File: config.mk
export PLATFORM = sky130hd
export DESIGN_NAME = loopback_link_ctrl
export DESIGN_NICKNAME = d
export VERILOG_FILES = /design/src/rtl/loopback_link_ctrl.sv
export SDC_FILE = /design/constraint.sdc
export NUM_CORES = 1
export LEC_CHECK = 0
export ABC_AREA = 1
export CORE_UTILIZATION = 33
export CTS_CLUSTER_SIZE = 16
export DETAILED_ROUTE_END_ITERATION = 7
export HOLD_SLACK_MARGIN = 0.06
export SETUP_SLACK_MARGIN = 0.15
export SLEW_MARGIN = 30
export SYNTH_ARGS = -nofsm -noshare
export SYNTH_HDL_FRONTEND = slang
export SYNTH_SLANG_ARGS = --single-unit
export TNS_END_PERCENT = 5
File: constraint.sdc
create_clock -name clk -period 2.75 [get_ports clk]
set_input_delay 0.55 -clock clk [delete_from_list [all_inputs] [get_ports clk]]
set_output_delay 0.55 -clock clk [all_outputs]
set_load 0.02 [all_outputs]
File: src/rtl/loopback_link_ctrl.sv
// ---------------------------------------------------------------------------
// loopback_link_ctrl
//
// Bring-up and word-alignment controller for the HPIO TX->RX loopback link.
// Holds both HPIO blocks in reset, waits for PLL lock and the HPIO
// reset/VTC/delay sequencers, enables the counter data source, then finds
// the bit rotation that turns the RX parallel word back into the
// incrementing counter pattern and monitors the locked link for errors.
//
// Ports:
//   clk              fabric clock, rising edge
//   rst_n            asynchronous active-low reset
//   main_locked, tx_pll_locked, rx_pll_locked   PLL lock flags
//   tx_rst_seq_done, rx_rst_seq_done            HPIO reset sequencer done
//   tx_vtc_rdy, rx_vtc_rdy, tx_dly_rdy, rx_dly_rdy  HPIO ready flags
//   rx_data[7:0]     RX word, sampled only while rx_valid is high
//   rx_valid         RX read-data valid
//   retry            pulse, leaves FAIL
//   clear_err        pulse, zeroes err_cnt
//   hpio_rst         reset to both HPIO blocks
//   tx_en            counter data source enable
//   rot[2:0]         left rotation applied to rx_data
//   aligned          high while LOCKED
//   err_cnt[15:0]    saturating pattern-error count
//   fail             high while in FAIL
//   state[2:0]       FSM encoding for the ILA
// ---------------------------------------------------------------------------
module loopback_link_ctrl #(
   parameter int RST_CYCLES   = 16,
   parameter int LOCK_TIMEOUT = 65535,
   parameter int ALIGN_WINDOW = 32,
   parameter int ALIGN_SWEEPS = 4,
   parameter int LOSS_THRESH  = 4
) (
   input  logic        clk,
   input  logic        rst_n,
   input  logic        main_locked,
   input  logic        tx_pll_locked,
   input  logic        rx_pll_locked,
   input  logic        tx_rst_seq_done,
   input  logic        rx_rst_seq_done,
   input  logic        tx_vtc_rdy,
   input  logic        rx_vtc_rdy,
   input  logic        tx_dly_rdy,
   input  logic        rx_dly_rdy,
   input  logic [7:0]  rx_data,
   input  logic        rx_valid,
   input  logic        retry,
   input  logic        clear_err,
   output logic        hpio_rst,
   output logic        tx_en,
   output logic [2:0]  rot,
   output logic        aligned,
   output logic [15:0] err_cnt,
   output logic        fail,
   output logic [2:0]  state
);

   localparam logic [2:0] ST_RESET     = 3'd0;
   localparam logic [2:0] ST_WAIT_LOCK = 3'd1;
   localparam logic [2:0] ST_WAIT_RDY  = 3'd2;
   localparam logic [2:0] ST_ALIGN     = 3'd3;
   localparam logic [2:0] ST_LOCKED    = 3'd4;
   localparam logic [2:0] ST_FAIL      = 3'd5;

   // Terminal counts: a transition fires on the edge where the counter
   // already holds (limit-1), so the limit equals the cycles/events spent.
   localparam logic [15:0] RST_LAST   = 16'(RST_CYCLES - 1);
   localparam logic [15:0] TMO_LAST   = 16'(LOCK_TIMEOUT - 1);
   localparam logic [7:0]  WIN_LAST   = 8'(ALIGN_WINDOW - 1);
   localparam logic [7:0]  SWEEP_LAST = 8'(ALIGN_SWEEPS - 1);
   localparam logic [7:0]  LOSS_LAST  = 8'(LOSS_THRESH - 1);

   // ------------------------------------------------------------------
   // State and counters
   // ------------------------------------------------------------------
   logic [2:0]  state_q,     state_d;
   logic [15:0] rst_cnt_q,   rst_cnt_d;
   logic [15:0] tmo_cnt_q,   tmo_cnt_d;
   logic [7:0]  good_cnt_q,  good_cnt_d;
   logic [7:0]  sweep_cnt_q, sweep_cnt_d;
   logic [7:0]  bad_cnt_q,   bad_cnt_d;
   logic [7:0]  prev_q,      prev_d;
   logic        prev_vld_q,  prev_vld_d;
   logic [2:0]  rot_q,       rot_d;
   logic [15:0] err_cnt_q,   err_cnt_d;
   logic        hpio_rst_q,  hpio_rst_d;
   logic        tx_en_q,     tx_en_d;
   logic        aligned_q,   aligned_d;
   logic        fail_q,      fail_d;

   logic        all_locked;
   logic        all_rdy;
   logic        lock_drop;
   logic [15:0] rot_dbl;
   logic [7:0]  word;
   logic [7:0]  prev_inc;
   logic        word_good;
   logic        err_inc;

   assign all_locked = main_locked & tx_pll_locked & rx_pll_locked;
   assign all_rdy    = tx_rst_seq_done & rx_rst_seq_done &
                       tx_vtc_rdy & rx_vtc_rdy & tx_dly_rdy & rx_dly_rdy;

   // Lock loss only matters once the link has been brought past WAIT_LOCK.
   assign lock_drop  = ~all_locked &
                       ((state_q == ST_WAIT_RDY) || (state_q == ST_ALIGN) ||
                        (state_q == ST_LOCKED));

   // Rotate-left by rot: the upper byte of the doubled word shifted left.
   assign rot_dbl   = {rx_data, rx_data} << rot_q;
   assign word      = rot_dbl[15:8];
   assign prev_inc  = prev_q + 8'd1;       // 8-bit wrap: 0xFF -> 0x00 is good
   assign word_good = (word == prev_inc);

   // ------------------------------------------------------------------
   // Next-state logic
   // ------------------------------------------------------------------
   always_comb begin
      state_d     = state_q;
      rst_cnt_d   = rst_cnt_q;
      tmo_cnt_d   = tmo_cnt_q;
      good_cnt_d  = good_cnt_q;
      sweep_cnt_d = sweep_cnt_q;
      bad_cnt_d   = bad_cnt_q;
      prev_d      = prev_q;
      prev_vld_d  = prev_vld_q;
      rot_d       = rot_q;
      err_inc     = 1'b0;

      case (state_q)
         ST_RESET: begin
            if (rst_cnt_q == RST_LAST) begin
               state_d = ST_WAIT_LOCK;
            end else begin
               rst_cnt_d = rst_cnt_q + 16'd1;
            end
         end

         ST_WAIT_LOCK: begin
            if (all_locked) begin
               state_d = ST_WAIT_RDY;
            end else if (tmo_cnt_q == TMO_LAST) begin
               state_d = ST_FAIL;
            end else begin
               tmo_cnt_d = tmo_cnt_q + 16'd1;
            end
         end

         ST_WAIT_RDY: begin
            if (all_rdy) begin
               state_d = ST_ALIGN;
            end else if (tmo_cnt_q == TMO_LAST) begin
               state_d = ST_FAIL;
            end else begin
               tmo_cnt_d = tmo_cnt_q + 16'd1;
            end
         end

         ST_ALIGN: begin
            if (rx_valid) begin
               if (!prev_vld_q) begin
                  // First word at this rotation only seeds the comparison.
                  prev_d     = word;
                  prev_vld_d = 1'b1;
               end else if (word_good) begin
                  prev_d = word;
                  if (good_cnt_q == WIN_LAST) begin
                     state_d = ST_LOCKED;
                  end else begin
                     good_cnt_d = good_cnt_q + 8'd1;
                  end
               end else begin
                  // Try the next rotation; the stored word was taken under
                  // the old rotation, so it cannot be compared against.
                  good_cnt_d = 8'd0;
                  prev_vld_d = 1'b0;
                  rot_d      = rot_q + 3'd1;
                  if (rot_q == 3'd7) begin
                     if (sweep_cnt_q == SWEEP_LAST) begin
                        state_d = ST_FAIL;
                     end else begin
                        sweep_cnt_d = sweep_cnt_q + 8'd1;
                     end
                  end
               end
            end
         end

         ST_LOCKED: begin
            if (rx_valid) begin
               prev_d = word;
               if (word_good) begin
                  bad_cnt_d = 8'd0;
               end else begin
                  err_inc = 1'b1;
                  if (bad_cnt_q == LOSS_LAST) begin
                     state_d = ST_ALIGN;
                  end else begin
                     bad_cnt_d = bad_cnt_q + 8'd1;
                  end
               end
            end
         end

         ST_FAIL: begin
            if (retry) begin
               state_d = ST_RESET;
            end
         end

         default: begin
            state_d = ST_RESET;
         end
      endcase

      // Lock loss overrides everything decided above; the rotation found so
      // far is kept so re-alignment usually succeeds on the first try.
      if (lock_drop) begin
         state_d = ST_RESET;
         rot_d   = rot_q;
         prev_d  = prev_q;
         err_inc = 1'b0;
      end

      // Every state entry starts with fresh counters. Only the
      // ALIGN->LOCKED hand-off keeps the stored word valid.
      if (state_d != state_q) begin
         rst_cnt_d   = 16'd0;
         tmo_cnt_d   = 16'd0;
         good_cnt_d  = 8'd0;
         sweep_cnt_d = 8'd0;
         bad_cnt_d   = 8'd0;
         if (state_d != ST_LOCKED) begin
            prev_vld_d = 1'b0;
         end
      end
   end

   // clear_err wins over a same-cycle increment.
   always_comb begin
      err_cnt_d = err_cnt_q;
      if (clear_err) begin
         err_cnt_d = 16'd0;
      end else if (err_inc && (err_cnt_q != 16'hFFFF)) begin
         err_cnt_d = err_cnt_q + 16'd1;
      end
   end

   // Outputs are registered from the next state so they change together
   // with the state register.
   always_comb begin
      hpio_rst_d = (state_d == ST_RESET);
      tx_en_d    = (state_d == ST_ALIGN) || (state_d == ST_LOCKED);
      aligned_d  = (state_d == ST_LOCKED);
      fail_d     = (state_d == ST_FAIL);
   end

   // ------------------------------------------------------------------
   // Registers
   // ------------------------------------------------------------------
   always_ff @(posedge clk or negedge rst_n) begin
      if (!rst_n) begin
         state_q     <= ST_RESET;
         rst_cnt_q   <= 16'd0;
         tmo_cnt_q   <= 16'd0;
         good_cnt_q  <= 8'd0;
         sweep_cnt_q <= 8'd0;
         bad_cnt_q   <= 8'd0;
         prev_q      <= 8'd0;
         prev_vld_q  <= 1'b0;
         rot_q       <= 3'd0;
         err_cnt_q   <= 16'd0;
         hpio_rst_q  <= 1'b1;
         tx_en_q     <= 1'b0;
         aligned_q   <= 1'b0;
         fail_q      <= 1'b0;
      end else begin
         state_q     <= state_d;
         rst_cnt_q   <= rst_cnt_d;
         tmo_cnt_q   <= tmo_cnt_d;
         good_cnt_q  <= good_cnt_d;
         sweep_cnt_q <= sweep_cnt_d;
         bad_cnt_q   <= bad_cnt_d;
         prev_q      <= prev_d;
         prev_vld_q  <= prev_vld_d;
         rot_q       <= rot_d;
         err_cnt_q   <= err_cnt_d;
         hpio_rst_q  <= hpio_rst_d;
         tx_en_q     <= tx_en_d;
         aligned_q   <= aligned_d;
         fail_q      <= fail_d;
      end
   end

   assign hpio_rst = hpio_rst_q;
   assign tx_en    = tx_en_q;
   assign rot      = rot_q;
   assign aligned  = aligned_q;
   assign err_cnt  = err_cnt_q;
   assign fail     = fail_q;
   assign state    = state_q;

endmodule

==> Word level (Yosys, flattened, before mapping) <==
Cells that the tools add are included.
W data, S select, Z words.
{ "totals": {"regBits": 91, "romBits": 0, "inputBits": 22, "ramBits": 0, "output_inout_bits": 26, "word_cells": 143, "latchBits": 0, "mem_count": 0} }
{ "op_classes": {"shift": 1, "eq_ne": 28, "bitwise": 11, "n_lt_le_gt_ge": 0, "multipliers": 0, "n_reduce_logical": 22, "div_mod_pow": 0, "addsub": 8, "muxes": 59} }
{ "ops": {"columns": ["op", "n"], "rows": [
  ["$mux W8", 22],
  ["$mux W16", 9],
  ["$add A16 B1 Y16 const B", 3],
  ["$mux W3", 15],
  ["$add A8 B1 Y8 const B", 4],
  ["$pmux W16 S2", 1],
  ["$pmux W3 S6", 1],
  ["$eq A16 B16 Y1 const B", 1],
  ["$eq A16 B4 Y1 const B", 1],
  ["$eq A8 B2 Y1 const B", 2],
  ["$ne A16 B16 Y1 const B", 1],
  ["$pmux W8 S2", 1],
  ["$reduce_bool A2 Y1", 8],
  ["$shl A16 B3 Y16", 1],
  ["$eq A3 B3 Y1 const B", 5],
  ["$mux W1", 10],
  ["$reduce_and A5 Y1", 2],
  ["$eq A3 B2 Y1 const B", 3],
  ["$ne A3 B2 Y1 const B", 3],
  ["$ne A3 B3 Y1 const B", 3],
  ["$and A1 B1 Y1", 8],
  ["$eq A8 B5 Y1 const B", 1],
  ["$eq A8 B8 Y1", 1],
  ["$logic_not A3 Y1", 2],
  ["13 further kinds", 21]
]} }

==> Logic depth before layout (Yosys ltp) <==
Gate-level depths: netlist (run 1).
{ "logic_depth": {"word_depth": 11, "depth_mapped": 24, "depth_no_buf": 22} }

==> Worst setup path after synthesis (run 1) <==
No wires, ideal clock.
{ "synth_path": {"path_kind": "register to register", "startpoint": "register rot_q[1], in the netlist rot[1]", "endpoint": "register prev_vld_q", "path_slack_ns": 0.299, "required_ns": 2.677, "setup_time_ns": 0.073, "period_less_slack_ns": 2.451, "n_path_buf": 2, "t_arrival_ns": 2.378, "stages_incl_launch_ff": 23, "cell_sequence": "dfrtp_1 > buf_2 > inv_2 > nand3_1 > nand3_1 > nand2_1 > nand2_1 > nand2_1 > inv_2 > nand2_1 > nor2_1 > nand2_1 > o21ai_1 > nand2_1 > nand2_1 > nand2_1 > nand2_2 > nand2_1 > nand2_2 > nor2_8 > nand2_4 > buf_6 > a21oi_2"} }
{ "synth_via": {"elab_chain_len": 10, "word_cells_on_any_way": 19, "cone_classes": "eq/ne (4); shift (1); mux (14)"} }
{ "synth_lines": {"columns": ["item", "line", "rtl"], "rows": [
  ["start: declaration", "85", "logic [2:0] rot_q, rot_d;"],
  ["start signal: assignment", "287", "rot_q <= rot_d;"],
  ["$shl A16 B3 Y16 / $eq A3 B3 Y1 (equally long branches)", "111, 179", null],
  ["$eq A8 B8 Y1 / $mux W3 (equally long branches)", "114, 179", null],
  ["$mux W3", "166", "end else if (word_good) begin"],
  ["$mux W3", "162", "if (!prev_vld_q) begin"],
  ["$mux W3", "161", "if (rx_valid) begin"],
  ["$pmux W3 S6", "131", "case (state_q)"],
  ["$mux W3", "219", "if (lock_drop) begin"],
  ["$ne A3 B3 Y1", "234", "if (state_d != ST_LOCKED) begin"],
  ["$mux W1", "234", null],
  ["$mux W1 *", "228", "if (state_d != state_q) begin"],
  ["net prev_vld_d", "84", "logic prev_vld_q, prev_vld_d;"],
  ["end signal: assignment", "286", "prev_vld_q <= prev_vld_d;"],
  ["end: declaration", "84", null]
]} }
Mark *: on every way through the listed nets, which the timed path passes. The rest lies on a longest branch.
A chain may end at the register's enable or synchronous reset.

==> Final worst setup path (run 1) <==
{ "layout_path": {"startpoint": "register rot_q[0], in the netlist rot[0]", "endpoint": "register bad_cnt_q[3]"} }
{ "layout_via": {"elab_chain_len": 10, "word_cells_on_any_way": 20, "cone_classes": "eq/ne (4); shift (1); mux (12); reduce/logical (3)"} }
{ "layout_lines": {"columns": ["item", "line", "rtl"], "rows": [
  ["$shl A16 B3 Y16 / $eq A3 B3 Y1 (equally long branches)", "111, 179", null],
  ["$eq A8 B8 Y1 / $mux W3 (equally long branches)", "114, 179", null],
  ["$mux W3", "166", null],
  ["$mux W3", "162", null],
  ["$mux W3", "161", null],
  ["$pmux W3 S6", "131", null],
  ["$mux W3", "219", null],
  ["$ne A3 B3 Y1", "228", null],
  ["$ne A3 B2 Y1 (no line) / $reduce_bool A2 Y1 (equally long branches)", null, null],
  ["$reduce_and A3 Y1 (no line)", null, null],
  ["end signal: assignment", "284", "bad_cnt_q <= bad_cnt_d;"],
  ["end: declaration", "82", "logic [7:0] bad_cnt_q, bad_cnt_d;"]
]} }
Parallel ways exist; a longest one is shown, timed or not. The select of a mux whose other input is x is not followed.

==> run_results.csv, run 1 <==
group,metric,value,unit
worst_setup_path,cpPeakStageDelay,0.41,ns
die,start_util,33.7,%
die,rows,47,
worst_setup_path,crit_top_cell,"nand2_2",
die,die-area,17300,um^2
finish,syn_to_final_growth,43.3,%
clock_network,cts_root_buf,"clkbuf_16",
clock_network,clockBufferDepth,2,
worst_setup_path,r2r_end,"bad_cnt_q[3]",
worst_setup_path,rrSetupSlack,0.16,ns
die,fp.coreArea,16500,um^2
status,status,"complete, but fails checks",
worst_setup_path,rr_startpoint,"rot[0]",
pwr,p_int,3.48,mW
pwr,powerDensity,731,nW/um^2
timing,worst_pin_slew,0.456,ns
timing,timing.slew.headroom,69.3,%
placed_design,placed_area,6750,um^2
pwr,pwr-share-seq,27.8,%
global_route,track_usage,16.6,%
worst_setup_path,path_class,"reg2reg",
global_route,grt_max_degree,42,
worst_setup_path,cp.required,3.03,ns
worst_setup_path,cp_top_family,"simple AND/OR/NAND/NOR gates",
detailed_routing,num_vias,5388,
worst_setup_path,cp.arrival,2.86,ns
timing,clock_skew,0.00912,ns
global_route,gr-total-overflow,0,
synthesis,synth_commonest_cells,"nand2_1 (157), nor2_1 (103), dfrtp_1 (90)",
timing,hold_viol,0,
detailed_routing,viasPerCell,4.91,
finish,nets,904,
clock_network,h-tree-depth,3,
worst_setup_path,crit_path_start_kind,"register",
die,die_height,132,um
detailed_routing,postRouteWirelength,15400,um
global_route,grt_pass1_vias,4921,
pwr,power,5.80,mW
pwr,vdd_drop_max,0.537,mV
worst_hold_path,hold_class,"in2async",
clock_network,cts_tree,"done",
timing,worst_hold_slack,0.112,ns
worst_setup_path,critPathSlowestCell,"dfrtp_2",
job,cap_violations,0,
timing,fin_setup_tns,0,ns
synthesis,ys_types,41,
worst_setup_path,r2r_cells,22,
synthesis,synth-seq-area-share,41.1,%
placed_design,place_ws,-0.324,ns
synthesis,syn_area_per_cell,7.54,um^2
detailed_routing,first_iter_violations,294,
status,violations,"design-rule violations",
finish,finish.instance_area,7940,um^2
clock_network,clkTransAtPathRegs,0.07,ns
synthesis,synth_nets,767,
pwr,p_comb_share,49.1,%
finish,fillers,1574,
die,die_x,132,um
clock_network,cts.sinks,91,
synthesis,synth_area_leaders,"dfrtp_1 (41%), nand2_1 (11%), nor2_1 (7.0%)",
global_route,antenna_found_initial,0,
worst_setup_path,end_kind,"register",
placed_design,port_buffers,47,
timing,fmax,387,MHz
timing,setup_viol,0,
worst_setup_path,crit_buf_inv,3,
synthesis,synthArstFlopShare,100,%
synthesis,synth_edf_count,0,
worst_setup_path,path_cells,"buf_12, clkinv_8, nand2_4, nand3_2, nand3_2, nand2_2, nand2_1, nand2_2, nand2_4, nor2_4, nand2_1, o21ai_1, nand2_1, nand2_1, nand2_2, nand2_2, nand2_2, nand2_4, nor2_8, nand2_8, buf_12, nor3_2",
detailed_routing,drtPass1Iterations,7,
placed_design,place_inst,1060,
detailed_routing,wl_per_cell,14.0,um
finish,finish.utilization,48.2,%
clock_network,numCtsBuffers,9,
synthesis,synth_area,5540,um^2
finish,fin_cells,1097,
synthesis,ys_warn_count,0,
synthesis,synthDominantCellAreaShare,40.6,%
detailed_routing,drc_errors,2,
worst_setup_path,cp_max_fo,18,
timing,period_needed,2.59,ns
timing,drv_slew,0,
synthesis,synth_ff_type,"dfrtp_1",
timing,rsz0062_at_grt,"true",
clock_network,hold_buffers,0,
pwr,swShare,40.0,%
placed_design,gp_congestion,0.874,
timing,setup_ws,0.164,ns
synthesis,syn_inst,735,
synthesis,yosysTopAreaCell,"dfrtp_1",
detailed_routing,postRouteAntennaNets,0,
finish,antennaDiodeCount,0,
synthesis,yosysMostFrequentCell,"nand2_1",
die,ios,48,
finish,drive_above_1_share,30.9,%
pwr,power.switching,2.32,mW
placed_design,dpl.hpwl,10300,um
global_route,grt_pass1_wl,23200,um
clock_network,insertion_delay,0.36,ns
pwr,p_clk_share,23.1,%
pwr,leakage,3.64,nW
synthesis,ys_ff_latch,91,
timing,post-route-period-util,94.0,%
[kinds of logic after synthesis]
| family | share of synthesized area [%] |
|---|---|
| compound gates | 6.89 |
| mux | 0.406 |
| flops | 41.1 |
| simple gates | 36.2 |
| xor+xnor | 5.37 |
| buf+inv | 7.72 |
| fa+ha+maj | 2.26 |
[worst reg2reg max path: cells and delay by family, from the launching register on]
family / cells / cell delay (ns)
simple gates: 18 / 1.63
flops: 1 / 0.41
buf+inv: 3 / 0.41
compound gates: 1 / 0.07
[how the worst max path moves through the flow]
stage,from,to,cells after the start
CTS,rx_pll_locked,tmo_cnt_q[15],15
global placement,rx_data[3],sweep_cnt_q[4],20
finish,rot[0],bad_cnt_q[3],22
detailed placement,rx_data[2],tmo_cnt_q[3],22
floorplan,rot[1],prev_vld_q,22
global route,rot[0],bad_cnt_q[2],22
[registers in the layout, indices dropped and copies added, names as in the netlist]
register     flops
tmo_cnt_q       16
tx_en            1
sweep_cnt_q      8
hpio_rst         1
prev_vld_q       1
rot              3
rst_cnt_q       16
state            3
aligned          1
err_cnt         16
bad_cnt_q        8
fail             1
prev_q           8
good_cnt_q       8
[cells in the final DEF (no fill, tap or decap), types with 7 or more instances in the layout]
cell type / Yosys / final
dlygate4sd2_1: 0 / 7
nor2_2: 9 / 20
dfrtp_1: 90 / 84
clkbuf_16: 0 / 11
nor3_1: 24 / 16
nand3_1: 77 / 40
ha_1: 10 / 9
nand2_2: 14 / 37
nand2_4: 2 / 19
o21ai_0: 18 / 18
nor2_1: 103 / 86
buf_4: 1 / 78
nor3_2: 8 / 14
nand2_1: 157 / 116
nand4_1: 29 / 29
a21oi_1: 23 / 22
a21oi_2: 7 / 8
nand3_4: 0 / 13
clkdlybuf4s50_1: 0 / 38
xnor2_1: 10 / 10
nand3_2: 1 / 25
xor2_1: 24 / 24
inv_1: 86 / 84
[what timing repair did]
item | in CTS | in global routing
buffers inserted | 4 | 14
gates resized for setup | 42 | 133
pin swaps | 9 | 21
gates cloned | 0 | 3
endpoints found under the setup margin | 56 | 80
[final cells by class]
cell class	count	area (um^2)	share of cell area, %
clock buffers	10	229	2.88
clock inverters	6	87.6	1.10
inverters	90	353	4.44
multi-input cells	544	3460	43.6
flip-flops and latches	91	2290	28.8
well taps	220	275	3.47
repair buffers	135	1230	15.5
repair inverters	1	16.3	0.205
[per-layer routing]
metal  track usage (%)  up-vias  wire length (um)
li1                  -     2684                 -
met1              22.1     2568              7140
met2              26.5      107              7310
met3              3.13       29               551
met4              6.40        0               375
met5                 0        -                 0
[power by group through the flow]
stage | Clock [mW] | Combinational [mW] | Sequential, mW
after floorplan | 0 | 1.43 | 1.61
after global placement | 0 | 2.19 | 1.62
after detailed placement | 0 | 2.20 | 1.62
after CTS | 1.38 | 2.24 | 1.59
after global routing | 1.44 | 3.10 | 1.63
final | 1.34 | 2.85 | 1.61
No activity file was read; power rests on OpenSTA's default activity.
==> run 2: changes to the inputs <==
==> constraint.sdc (replaced) <==
create_clock -name clk -period 2.75 [get_ports clk]
set_input_delay 0.55 -clock clk [delete_from_list [all_inputs] [get_ports clk]]
set_output_delay 0.55 -clock clk [all_outputs]
set_load 0.005 [all_outputs]
==> results of run 2 <==
The final DEF is identical to that of run 1. Status: complete, but fails checks: design-rule violations.
Among the figures that moved: total power 5.80 mW -> 5.78 mW
